--- src/rtl/wb_frame_packer.sv ---
// wb_frame_packer: buffers a Wishbone symbol stream and emits fixed-length CYC_O frames separated by a programmable gap.
// Define FRM_UNDERRUN_CNT_EN to add the saturating UNDERRUN_CNT output.
module wb_frame_packer #(
    parameter int DW    = 2,
    parameter int DEPTH = 16,
    parameter int AW    = 4,
    parameter int LEN_W = 12,
    parameter int GAP_W = 8
) (
    input  logic             CLK_I,
    input  logic             RST_I,
    input  logic [DW-1:0]    DAT_I,
    input  logic             WE_I,
    input  logic             STB_I,
    input  logic             CYC_I,
    output logic             ACK_O,
    output logic [DW-1:0]    DAT_O,
    output logic             WE_O,
    output logic             STB_O,
    output logic             CYC_O,
    input  logic             ACK_I,
    input  logic [LEN_W-1:0] FRM_LEN,
    input  logic [GAP_W-1:0] GAP_LEN,
    input  logic             EN,
    output logic             BUSY,
    output logic [15:0]      FRM_CNT
`ifdef FRM_UNDERRUN_CNT_EN
    ,
    output logic [15:0]      UNDERRUN_CNT
`endif
);
    typedef enum logic [1:0] {IDLE, BURST, GAP} state_t;

    state_t           state_q;
    logic [DW-1:0]    mem_q [DEPTH];
    logic [AW-1:0]    wr_ptr_q, rd_ptr_q;
    logic [AW:0]      count_q, count_d;
    logic [LEN_W-1:0] len_q, sym_q, sym_d;
    logic [GAP_W-1:0] gap_q;
    logic [15:0]      frm_cnt_q;
    logic             cyc_q, stb_q;
    logic             full, empty, push, pop, last;

    assign full    = count_q == (AW+1)'(DEPTH);
    assign empty   = count_q == '0;
    assign push    = WE_I & STB_I & CYC_I & ~full & RST_I;
    assign pop     = stb_q & ACK_I;
    assign count_d = count_q + (AW+1)'(push) - (AW+1)'(pop);
    assign sym_d   = sym_q + LEN_W'(1);
    assign last    = pop & (sym_d == len_q);

    assign ACK_O   = push;
    assign DAT_O   = empty ? '0 : mem_q[rd_ptr_q];
    assign WE_O    = cyc_q;
    assign STB_O   = stb_q;
    assign CYC_O   = cyc_q;
    assign BUSY    = state_q != IDLE;
    assign FRM_CNT = frm_cnt_q;

    always_ff @(posedge CLK_I) begin
        if (push) mem_q[wr_ptr_q] <= DAT_I;
    end

    // STB_O looks at the post-update count so it never strobes an empty FIFO
    always_ff @(posedge CLK_I) begin
        if (!RST_I) begin
            state_q   <= IDLE;
            wr_ptr_q  <= '0;
            rd_ptr_q  <= '0;
            count_q   <= '0;
            len_q     <= '0;
            sym_q     <= '0;
            gap_q     <= '0;
            frm_cnt_q <= '0;
            cyc_q     <= 1'b0;
            stb_q     <= 1'b0;
        end else begin
            wr_ptr_q <= wr_ptr_q + AW'(push);
            rd_ptr_q <= rd_ptr_q + AW'(pop);
            count_q  <= count_d;
            case (state_q)
                IDLE: begin
                    if (EN && !empty && FRM_LEN != '0) begin
                        len_q   <= FRM_LEN;
                        sym_q   <= '0;
                        state_q <= BURST;
                        cyc_q   <= 1'b1;
                        stb_q   <= 1'b1;
                    end
                end
                BURST: begin
                    if (pop) sym_q <= sym_d;
                    if (last) begin
                        frm_cnt_q <= frm_cnt_q + 16'd1;
                        gap_q     <= GAP_LEN;
                        state_q   <= (GAP_LEN == '0) ? IDLE : GAP;
                        cyc_q     <= 1'b0;
                        stb_q     <= 1'b0;
                    end else begin
                        stb_q <= count_d != '0;
                    end
                end
                GAP: begin
                    gap_q <= gap_q - GAP_W'(1);
                    if (gap_q == GAP_W'(1)) state_q <= IDLE;
                end
                default: state_q <= IDLE;
            endcase
        end
    end

`ifdef FRM_UNDERRUN_CNT_EN
    logic [15:0] underrun_q;

    always_ff @(posedge CLK_I) begin
        if (!RST_I) underrun_q <= '0;
        else if (state_q == BURST && empty && underrun_q != 16'hFFFF) underrun_q <= underrun_q + 16'd1;
    end

    assign UNDERRUN_CNT = underrun_q;
`endif
endmodule

--- config.mk ---
export PLATFORM = sky130hd
export DESIGN_NAME = wb_frame_packer
export DESIGN_NICKNAME = d
export VERILOG_FILES = /design/src/rtl/wb_frame_packer.sv
export SDC_FILE = /design/constraint.sdc
export NUM_CORES = 1
export LEC_CHECK = 0
export ABC_CLOCK_PERIOD_IN_PS = 3800
export CORE_MARGIN = 2
export CORE_UTILIZATION = 49
export CTS_CLUSTER_SIZE = 16
export DETAILED_ROUTE_END_ITERATION = 16
export PLACE_DENSITY = 0.68
export SKIP_LAST_GASP = 1
export SYNTH_ARGS = -nofsm -noshare
export SYNTH_HDL_FRONTEND = slang
export SYNTH_SLANG_ARGS = --single-unit
--- constraint.sdc ---
create_clock -name CLK_I -period 3.8 [get_ports CLK_I]
set_clock_uncertainty 0.1 [all_clocks]
set_input_delay 0.76 -clock CLK_I [delete_from_list [all_inputs] [get_ports CLK_I]]
set_output_delay 0.76 -clock CLK_I [all_outputs]
set_load 0.01 [all_outputs]
==> results by group, run 1 <==
Timing
  • Clock period minus worst slack: 3430 ps
  • Worst Max-Slew Pin Slew: 634 ps
  • Unrepaired setup endpoints after global routing: false
  • Headroom to the max-slew limit: 57.5%
  • Final number of max-transition violations: 0
  • Hold Worst Slack: 378 ps
  • Achievable frequency: 291 MHz
  • Final total negative setup slack: 0 ps
  • Final number of setup-violating endpoints: 0
  • Final hold viol count: 0
  • Setup ws final: 367 ps
  • Share of the cycle needed by the critical path after routing: 90.3%

Floorplan
  • Number of primary I/O pins: 52
  • Die area: 11100 sq um
  • Starting density of the core: 49.7%
  • Floorplan row count: 37
  • Die height: 105 um
  • Placeable Area: 10100 sq um
  • Die extent in x: 105 um

Clock tree
  • Number of clock buffers inserted by TritonCTS: 9
  • Clock slew seen by the registers of the worst setup and hold paths: 100 ps
  • H-tree lvl count: 3
  • Clock latency reported for the late side of the worst-skew pair: 370 ps
  • Hold buffers post-CTS: 0
  • Number of sinks on the clock net: 97
  • Number of setup buffers added after CTS: 0
  • CTS tree: done
  • Maximum count of clock buffers along a single path: 2
  • Master cell of the clock root buffer: clkbuf_8

GRT
  • Total global-route track usage: 20.8%
  • Leftover overflow at the end of global routing: 0
  • Maximum number of pins on one net before global-route repair: 45
  • Wire length of the first global-routing pass: 18700 um
  • Vias in the first global route: 3824
  • Number of antenna violations at the first check in global routing: 0

Synthesis
  • Post-synthesis sequential element count: 97
  • Post-synthesis instance total: 523
  • Share of synthesized area occupied by flip-flops and latches: 44.9%
  • Number of warning messages in the yosys log: 0
  • Synth unique cells: 57
  • Synth async-reset ratio: 0%
  • Synthesized netlist net count: 567
  • Synthesized area: 5030 sq um
  • Top FF cell, synth: dfxtp_1
  • Fraction of post-synthesis cell area in the top cell type by area: 25.8%
  • Cell taking the most area after synthesis: dfxtp_1
  • Post-Syn Area per Cell: 9.63 sq um
  • Main area contributors after synthesis: dfxtp_1 (26%), edfxtp_1 (19%), mux2i_1 (5.2%)
  • Post-synth EDFFs: 32

Layout
  • Fill count: 882
  • Commonest cells after routing, fill and taps aside: dfxtp_1 (64), nor2_1 (55), clkdlybuf4s50_1 (51)
  • Fin cells: 703
  • Ant diodes: 0
  • Area occupied by multi-input gates: 2580 sq um
  • Synthesis-to-layout area growth: 16.0%
  • Fraction of layout cells with a size suffix above 1: 7.41%
  • Nets@finish: 606
  • Area taken by flip-flops and latches: 2260 sq um
  • Leading cell type in the layout, fill and taps excluded: dfxtp_1

Power and ir drop
  • Net Sw Frac: 33.4%
  • Sequential fraction of design power: 44.8%
  • P per Cell Area: 461 nW/um^2
  • Proportion of power drawn by the clock network: 26.7%
  • Post-layout power: 2.69 mW
  • Share of power burned in combinational logic: 28.6%
  • Sw Pwr: 898 uW
  • Worst IR drop on VDD: 178 uV
  • Internal cell power: 1.79 mW
  • Leakage Power: 2.06 nW

Setup path
  • Timing endpoint of the critical path: DAT_O[0]
  • R2r setup slk: 940 ps
  • Setup CP Type: reg2out
  • Data arrival time of the critical path: 2570 ps
  • Critical Path RT: 2940 ps
  • FF-to-FF Start: sym_q[2]
  • CP Launch Point: rd_ptr_q[0]
  • Largest fanout of any net on the critical path: 9
  • Startpoint class of the critical path: flip-flop
  • Worst r2r path cells: 6
  • Element type at the critical path end: primary output
  • FF-to-FF End: gap_q[6]

Drt
  • Routed vias: 3957
  • Drt total wl: 11100 um
  • DR vias/cell: 5.63
  • Count of nets left with antenna violations after detail routing: 0
  • Per-cell routed wire length: 15.7 um
  • Remaining routing DRC violations: 0
  • Count of routing violations after the opening detailed-route iteration: 240
  • 1st-pass router iterations: 5

Placed design
  • Worst Setup Slack post-DPL: 328 ps
  • Final Wtd Congestion: 0.812
  • Total instance count after detailed placement: 687
  • DP Wirelength: 7830 um
  • Number of input and output port buffers inserted: 51

Min path
  • Class of the tightest hold or removal check: reg2reg

Status
  • Run status: complete, no violations

Flow run
  • Total of max-cap violations: 0
[area by class of cell]
class,instances,share of cell area (%)
clock inverter,7,1.46
multi-input combinational,379,44.1
sequential,97,38.7
clock buffer,9,2.12
tap,136,2.91
timing repair buffer,57,9.51
inverter,18,1.16
[per-stage QoR]
step                      utilization (%)  area, sq um
after floorplan                         -         5030
after global placement               55.5         5630
after CTS                            57.6         5840
after global routing                 57.6         5840
final                                57.6         5840
after detailed placement             55.5         5630
[sequential cells by signal, indices dropped and copies added (netlist names), 2 cells and up]
| signal | cells |
|---|---|
| rd_ptr_q | 4 |
| gap_q | 8 |
| mem_q | 32 |
| count_q | 5 |
| wr_ptr_q | 4 |
| len_q | 12 |
| state_q | 2 |
| sym_q | 12 |
| FRM_CNT | 16 |
[layer usage]
| layer | track usage, % | vias up | wire length [um] |
|---|---|---|---|
| met5 | 0 | - | 0 |
| met1 | 29.8 | 1888 | 5380 |
| met2 | 32.1 | 77 | 5090 |
| met3 | 3.90 | 11 | 450 |
| met4 | 6.19 | 0 | 125 |
| li1 | - | 1981 | - |
[critical path: stages, from the launching register on]
cell and delay, ps:
dfxtp_2 540, mux4_2 560, mux4_2 470, and2_1 160
clkdlybuf4s50_1 470
[cell families after synthesis]
group	share of synthesized area (%)
compound gates	10.6
fa+ha+maj	3.88
flops	44.9
mux	9.87
simple gates	23.4
buf+inv	3.90
xor+xnor	3.48
[synthesized netlist by cell type, types with 7 or more instances]
master / instances
a21oi_1: 16
and2_1: 10
clkbuf_1: 19
dfxtp_1: 65
edfxtp_1: 32
ha_1: 14
inv_1: 18
mux2i_1: 26
mux4_2: 10
nand2_1: 45
nand2b_1: 20
nand3_1: 19
nor2_1: 55
nor3_1: 19
nor4_1: 23
o21ai_0: 14
o31ai_1: 9
or4_1: 7
xnor2_1: 13
xor2_1: 7
[worst min path at each step]
stage | start | to | cells past startpoint
after floorplan | sym_q[11] | sym_q[11] | 1
after global routing | FRM_CNT[12] | FRM_CNT[12] | 2
after CTS | FRM_CNT[15] | FRM_CNT[15] | 2
after global placement | FRM_CNT[15] | FRM_CNT[15] | 2
final | FRM_CNT[15] | FRM_CNT[15] | 2
after detailed placement | FRM_CNT[15] | FRM_CNT[15] | 2
[power groups by stage]
stage,clock network (mW),logic [mW],registers [mW]
after detailed placement,0,0.770,1.23
after floorplan,0,0.558,1.20
after CTS,0.733,0.775,1.20
after global routing,0.773,0.858,1.21
after global placement,0,0.747,1.22
final,0.717,0.769,1.20
[timing repair]
| item | in CTS | in global routing |
|---|---|---|
| gates resized for setup | 0 | 1 |
| setup endpoints to repair | 0 | 1 |
| endpoints found under the hold margin | 0 | 0 |
Power figures use the tool's default switching activity.
==> run 2, diff against run 1 <==
Settings changed: SETUP_SLACK_MARGIN set to 0.02.
==> results of run 2 <==
Final layout, timing and power as in run 1 (identical DEF).
